$ cat config.mk
export PLATFORM = sky130hd
export DESIGN_NAME = alu_exec_unit
export DESIGN_NICKNAME = d
export VERILOG_FILES = /design/src/rtl/alu_exec_unit_pkg.sv /design/src/rtl/alu_exec_unit_mul_unit.sv /design/src/rtl/alu_exec_unit.sv
export SDC_FILE = /design/constraint.sdc
export NUM_CORES = 2
export LEC_CHECK = 0
export ABC_AREA = 1
export CAP_MARGIN = 20
export CORE_UTILIZATION = 62
export DETAILED_ROUTE_END_ITERATION = 8
export HOLD_SLACK_MARGIN = 0.1
export PLACE_DENSITY = 0.85
export RECOVER_POWER = 50
export SYNTH_ARGS = -nofsm -noshare
export SYNTH_HDL_FRONTEND = slang
export SYNTH_SLANG_ARGS = --single-unit
$ cat constraint.sdc
create_clock -name clk -period 7.65 [get_ports clk]
set_input_delay 0.765 -clock clk [delete_from_list [all_inputs] [get_ports clk]]
set_output_delay 0.765 -clock clk [all_outputs]
set_load 0.01 [all_outputs]
$ cat src/rtl/alu_exec_unit_pkg.sv
// Shared op codes, FSM encoding and default widths for the execute-stage ALU.
// Any block that decodes or issues ALU ops imports this package.
package alu_exec_unit_pkg;

    localparam int DEFAULT_WORD_WIDTH  = 32;
    localparam int DEFAULT_MUL_LATENCY = 5;
    localparam int DEFAULT_TAG_WIDTH   = 5;

    typedef enum logic [2:0] {
        OP_ADD  = 3'b000,
        OP_SUB  = 3'b001,
        OP_MUL  = 3'b010,
        OP_AND  = 3'b011,
        OP_OR   = 3'b100,
        OP_XOR  = 3'b101,
        OP_SLT  = 3'b110,
        OP_SLTU = 3'b111
    } alu_op_e;

    typedef enum logic [1:0] {
        ST_IDLE     = 2'd0,
        ST_MUL_RUN  = 2'd1,
        ST_MUL_WAIT = 2'd2
    } exec_state_e;

    // Width of the multiply countdown; never zero, even for a 1-cycle multiply.
    function automatic int mul_cnt_width(input int latency);
        return (latency > 2) ? $clog2(latency) : 1;
    endfunction

endpackage

$ cat src/rtl/alu_exec_unit_mul_unit.sv
// Multi-cycle multiplier: latches operands on start and raises done once the
// countdown expires. The product stays valid until the next start.
module mul_unit
    import alu_exec_unit_pkg::*;
#(
    parameter int WORD_WIDTH  = DEFAULT_WORD_WIDTH,
    parameter int MUL_LATENCY = DEFAULT_MUL_LATENCY
) (
    input  logic                  clk,
    input  logic                  reset,
    input  logic                  flush,
    input  logic                  start,
    input  logic [WORD_WIDTH-1:0] a,
    input  logic [WORD_WIDTH-1:0] b,
    output logic                  done,
    output logic [WORD_WIDTH-1:0] product
);

    localparam int CW = mul_cnt_width(MUL_LATENCY);
    // The accept edge is the first of the MUL_LATENCY edges, so the count
    // starts two below the latency and done is seen on the final edge.
    localparam logic [CW-1:0] CNT_LOAD = CW'((MUL_LATENCY > 1) ? (MUL_LATENCY - 2) : 0);

    logic [WORD_WIDTH-1:0] a_q;
    logic [WORD_WIDTH-1:0] b_q;
    logic [CW-1:0]         cnt_q;
    logic                  run_q;

    always_ff @(posedge clk) begin
        if (reset || flush) begin
            a_q   <= '0;
            b_q   <= '0;
            cnt_q <= '0;
            run_q <= 1'b0;
        end else if (start) begin
            a_q   <= a;
            b_q   <= b;
            cnt_q <= CNT_LOAD;
            run_q <= 1'b1;
        end else if (run_q) begin
            if (cnt_q == '0) begin
                run_q <= 1'b0;
            end else begin
                cnt_q <= cnt_q - CW'(1);
            end
        end
    end

    assign done    = run_q && (cnt_q == '0);
    assign product = a_q * b_q;

endmodule

$ cat src/rtl/alu_exec_unit.sv
// Execute-stage unit: single-cycle ALU ops inline, multi-cycle multiply via
// mul_unit, one-entry output register with valid/ready backpressure and flush.
module alu_exec_unit
    import alu_exec_unit_pkg::*;
#(
    parameter int WORD_WIDTH  = DEFAULT_WORD_WIDTH,
    parameter int MUL_LATENCY = DEFAULT_MUL_LATENCY,
    parameter int TAG_WIDTH   = DEFAULT_TAG_WIDTH
) (
    input  logic                  clk,
    input  logic                  reset,
    input  logic                  flush,
    input  logic                  in_valid,
    output logic                  in_ready,
    input  logic [2:0]            in_op,
    input  logic [WORD_WIDTH-1:0] in_a,
    input  logic [WORD_WIDTH-1:0] in_b,
    input  logic [TAG_WIDTH-1:0]  in_tag,
    output logic                  out_valid,
    input  logic                  out_ready,
    output logic [WORD_WIDTH-1:0] out_result,
    output logic [TAG_WIDTH-1:0]  out_tag,
    output logic                  busy
);

    exec_state_e           state_q, state_d;
    logic                  out_valid_q;
    logic [WORD_WIDTH-1:0] out_result_q;
    logic [TAG_WIDTH-1:0]  out_tag_q;
    logic [TAG_WIDTH-1:0]  mul_tag_q;

    logic                  out_free;
    logic                  accept;
    logic                  is_mul;
    logic                  mul_start;
    logic                  mul_done;
    logic [WORD_WIDTH-1:0] mul_product;
    logic [WORD_WIDTH-1:0] alu_result;
    logic                  wr_en;
    logic [WORD_WIDTH-1:0] wr_result;
    logic [TAG_WIDTH-1:0]  wr_tag;

    assign out_free  = !out_valid_q || out_ready;
    assign in_ready  = (state_q == ST_IDLE) && out_free && !flush;
    assign accept    = in_valid && in_ready;
    assign is_mul    = (in_op == OP_MUL);
    assign mul_start = accept && is_mul && (MUL_LATENCY > 1);

    mul_unit #(
        .WORD_WIDTH (WORD_WIDTH),
        .MUL_LATENCY(MUL_LATENCY)
    ) u_mul (
        .clk    (clk),
        .reset  (reset),
        .flush  (flush),
        .start  (mul_start),
        .a      (in_a),
        .b      (in_b),
        .done   (mul_done),
        .product(mul_product)
    );

    // The MUL entry only matters when the latency is 1; longer multiplies
    // take their product from mul_unit.
    always_comb begin
        alu_result = '0;
        case (alu_op_e'(in_op))
            OP_ADD:  alu_result = in_a + in_b;
            OP_SUB:  alu_result = in_a - in_b;
            OP_MUL:  alu_result = in_a * in_b;
            OP_AND:  alu_result = in_a & in_b;
            OP_OR:   alu_result = in_a | in_b;
            OP_XOR:  alu_result = in_a ^ in_b;
            OP_SLT:  alu_result = {{(WORD_WIDTH-1){1'b0}}, ($signed(in_a) < $signed(in_b))};
            OP_SLTU: alu_result = {{(WORD_WIDTH-1){1'b0}}, (in_a < in_b)};
            default: alu_result = '0;
        endcase
    end

    always_comb begin
        state_d   = state_q;
        wr_en     = 1'b0;
        wr_result = alu_result;
        wr_tag    = in_tag;
        case (state_q)
            ST_IDLE: begin
                if (accept) begin
                    if (mul_start) begin
                        state_d = ST_MUL_RUN;
                    end else begin
                        wr_en = 1'b1;
                    end
                end
            end
            ST_MUL_RUN: begin
                if (mul_done) begin
                    if (out_free) begin
                        wr_en     = 1'b1;
                        wr_result = mul_product;
                        wr_tag    = mul_tag_q;
                        state_d   = ST_IDLE;
                    end else begin
                        state_d = ST_MUL_WAIT;
                    end
                end
            end
            ST_MUL_WAIT: begin
                if (out_ready) begin
                    wr_en     = 1'b1;
                    wr_result = mul_product;
                    wr_tag    = mul_tag_q;
                    state_d   = ST_IDLE;
                end
            end
            default: state_d = ST_IDLE;
        endcase
        // A squash discards whatever would have been written this edge.
        if (flush) begin
            state_d = ST_IDLE;
            wr_en   = 1'b0;
        end
    end

    always_ff @(posedge clk) begin
        if (reset) begin
            state_q      <= ST_IDLE;
            out_valid_q  <= 1'b0;
            out_result_q <= '0;
            out_tag_q    <= '0;
            mul_tag_q    <= '0;
        end else begin
            state_q <= state_d;
            if (mul_start) begin
                mul_tag_q <= in_tag;
            end
            if (flush) begin
                out_valid_q <= 1'b0;
            end else if (wr_en) begin
                out_valid_q  <= 1'b1;
                out_result_q <= wr_result;
                out_tag_q    <= wr_tag;
            end else if (out_ready) begin
                out_valid_q <= 1'b0;
            end
        end
    end

    assign out_valid  = out_valid_q;
    assign out_result = out_result_q;
    assign out_tag    = out_tag_q;
    assign busy       = (state_q != ST_IDLE);

endmodule

==> flow_summary_export.csv <==
group,metric,value,unit
outcome,status,"complete, but fails checks",
outcome,violations,"max-capacitance violations, max-slew violations",
drt,wl_met2,64.6,mm
synth,yosysMostFrequentCell,"inv_1",
synth,ys.flop_type,"dfxtp_1",
drt,met3_length,18.3,mm
drt,drt_wl_total,151,mm
global_route,grt_max_degree,133,
clock_network,clkLatencyLatePin,0.48,ns
global_route,grt_pass1_vias,40800,
clock_network,clock-root-buffer,"clkbuf_16",
clock_network,clk_pin_slew,0.06,ns
critical_path,start_kind,"flop",
drt,drt_iter0_markers,4352,
place,placed_cell_area,46500,um^2
synth,yosys-top-cells-area,"fa_1 38%, inv_1 14%, nand2_1 13%",
run,maxCapViolCount,2,
synth,syn_inst,5971,
clock_network,clockBufferDepth,2,
global_route,overflow,0,
synth,synth-edff-count,0,
cells_and_area,layout.cells.non_filler,7029,
synth,synth_area,42800,um^2
min_path,hold_class,"flop to flop",
synth,ys_warn_count,0,
drt,drtAntennaViolNets,0,
timing,fin_crit_sh,0.968,
global_route,grt_pass1_wl,233,mm
critical_path,worstPathRequired,8.06,ns
clock_network,postCtsHoldBufs,0,
synth,synth_top_area_share,0.382,
synth,ys_seq_area_frac,0.0528,
critical_path,crit_arrival,7.81,ns
die,chipWidth,265,um
timing,hold_viol_final,0,
drt,drcViolationCount,0,
synth,synth_area_per_cell,7.17,um^2
die,coreArea,67800,um^2
cells_and_area,syn2layout_area_growth,10.1,%
synth,yosysUniqueCellTypes,61,
drt,top_layer,"met5",
timing,fin_crit,7.40,ns
timing,slew_headroom,-0.592,
die,io_pins,117,
power,seqPwrFrac,0.027,
cells_and_area,nets,7381,
synth,synth_largest_area_cell,"fa_1",
drt,vias,40000,
die,die_y,265,um
timing,worst_pin_slew,2.39,ns
synth,synth_common_cells,"1639 x inv_1, 1505 x nand2_1, 818 x fa_1, 348 x ha_1, 312 x a21oi_1",
critical_path,crit_fanout,12,
clock_network,numCtsBuffers,17,
cells_and_area,drive_gt1_frac,0.0699,
place,hpwlAfterDp,126,mm
critical_path,worstSetupPathType,"flop to flop",
power,powerDensity,501,nW/um^2
synth,synth-seq-cells,113,
clock_network,cts_max_level,4,
power,leakage,27.6,nW
critical_path,end_kind,"flop",
timing,skew,0.0172,ns
drt,routedWlPerCell,21.4,um
timing,slew_violations,152,
synth,syn_nets,7214,
die,rows,95,
power,power_frac_clock,0.038,
timing,max_freq,135,MHz
drt,dr.pass1.iters,9,
place,routabilityCongestion,1.05,
power,fin_total_pwr,0.0237,W
power,combPwrFrac,0.936,
place,port_buffers,116,
power,power_switching,0.0124,W
drt,wl_met1,57.7,mm
cells_and_area,fin_area,47200,um^2
power,peakVddDrop,1350,uV
synth,async_flop_share,0,
power,internal_power,0.0113,W
die,die_area,70100,um^2
drt,viasPerCell,5.69,
global_route,antenna_found_initial,12,
die,start_util,0.632,
timing,setup_violations,0,
power,p_sw_frac,0.524,
global_route,track_usage,0.442,
clock_network,cts_tree,"yes",
clock_network,cts_sinks,113,
place,dp_cells,6992,
-- routing by layer --
layer / GRT usage / vias up
met5: 0 / -
met2: 0.663 / 2462
li1: - / 17800
met3: 0.116 / 543
met1: 0.584 / 19200
met4: 0.247 / 6
-- registers in the layout, indices dropped and copies added, names as in the netlist --
| name | cells |
|---|---|
| u_mul.cnt_q | 3 |
| mul_tag_q | 5 |
| out_tag | 5 |
| u_mul.b_q | 32 |
| u_mul.a_q | 32 |
| u_mul.run_q | 1 |
| state_q | 2 |
| out_valid | 1 |
| out_result | 32 |
-- cells in the final DEF, fill, tap and decap left out, types with 24 or more instances in the layout --
cell type / Yosys / final
xor2_1: 40 / 40
a21oi_1: 312 / 312
inv_1: 1639 / 1641
o21ai_0: 248 / 249
buf_4: 11 / 297
dfxtp_1: 113 / 110
nor2_1: 191 / 191
nor3_1: 27 / 24
nand3_1: 159 / 158
dlygate4sd3_1: 0 / 41
fa_1: 818 / 818
nand2_1: 1505 / 1503
ha_1: 348 / 348
clkdlybuf4s50_1: 0 / 72
-- worst paths after layout --
path / to / slack [ns] / cells after the start / start
worst min register to register: out_tag[0] / 0.47 / 2 / mul_tag_q[0]
worst min-delay path: out_tag[0] / 0.47 / 2 / mul_tag_q[0]
worst max-delay path: out_result[28] / 0.25 / 26 / u_mul.b_q[10]
worst max register to register: out_result[28] / 0.25 / 26 / u_mul.b_q[10]
-- cells by family after synthesis --
logic type | count (synthesis) | share of synthesized area
AOI/OAI and AO/OA | 713 | 0.0915
xor gates and xnor gates | 65 | 0.0136
adders and majority gates | 1166 | 0.484
buffers and inverters | 1950 | 0.174
DFF | 113 | 0.0528
and+or+nand+nor | 1964 | 0.184
-- stage by stage --
step                hold slack (ns)  worst slack, ns   util  setup TNS (ns)
floorplan                     0.440            0.593      -               0
global placement              0.456          -0.0206  0.687         -0.0206
detailed placement            0.458           -0.113  0.687          -0.461
CTS                           0.469            0.232  0.696               0
global route                  0.504         -0.00545  0.696        -0.00545
finish                        0.466            0.247  0.696               0
-- final cells by class --
cell class,count,area [um^2]
clock inverters,10,159
flip-flops and latches,113,2270
multi-input cells,3908,33100
well taps,873,1090
clock buffers,21,460
diodes,6,15.0
fillers,5529,20600
repair buffers,434,3790
inverters,1664,6250
-- power by group through the flow --
stage                     registers [W]  clock network (W)  logic [W]
after floorplan                0.000635                  0     0.0116
after global placement         0.000646                  0     0.0212
after detailed placement       0.000646                  0     0.0214
after CTS                      0.000633           0.000895     0.0216
after global routing           0.000635           0.000911     0.0243
final                          0.000636           0.000889     0.0221
-- critical path, stage by stage (launching register included) --
cell	delay [ns]
dfxtp_1	0.73
nand2_1	0.20
fa_1	0.57
inv_1	0.08
fa_1	0.46
fa_1	0.47
fa_1	0.50
inv_1	0.05
fa_1	0.50
inv_1	0.06
fa_1	0.49
fa_1	0.50
inv_1	0.05
fa_1	0.48
inv_1	0.05
ha_1	0.35
nand2_1	0.13
nor3_1	0.33
nand4_1	0.14
nand3_1	0.27
nand3_1	0.10
nand2_1	0.11
a21oi_1	0.08
xor2_1	0.14
o21ai_0	0.32
a21oi_1	0.08
nor2_1	0.09
-- timing repair --
| item | CTS | global route |
|---|---|---|
| endpoints found under the setup margin | 0 | 5 |
| buffers inserted | 0 | 0 |
| gates resized for setup | 0 | 8 |
Note: power is estimated with default switching activity, not from simulation.
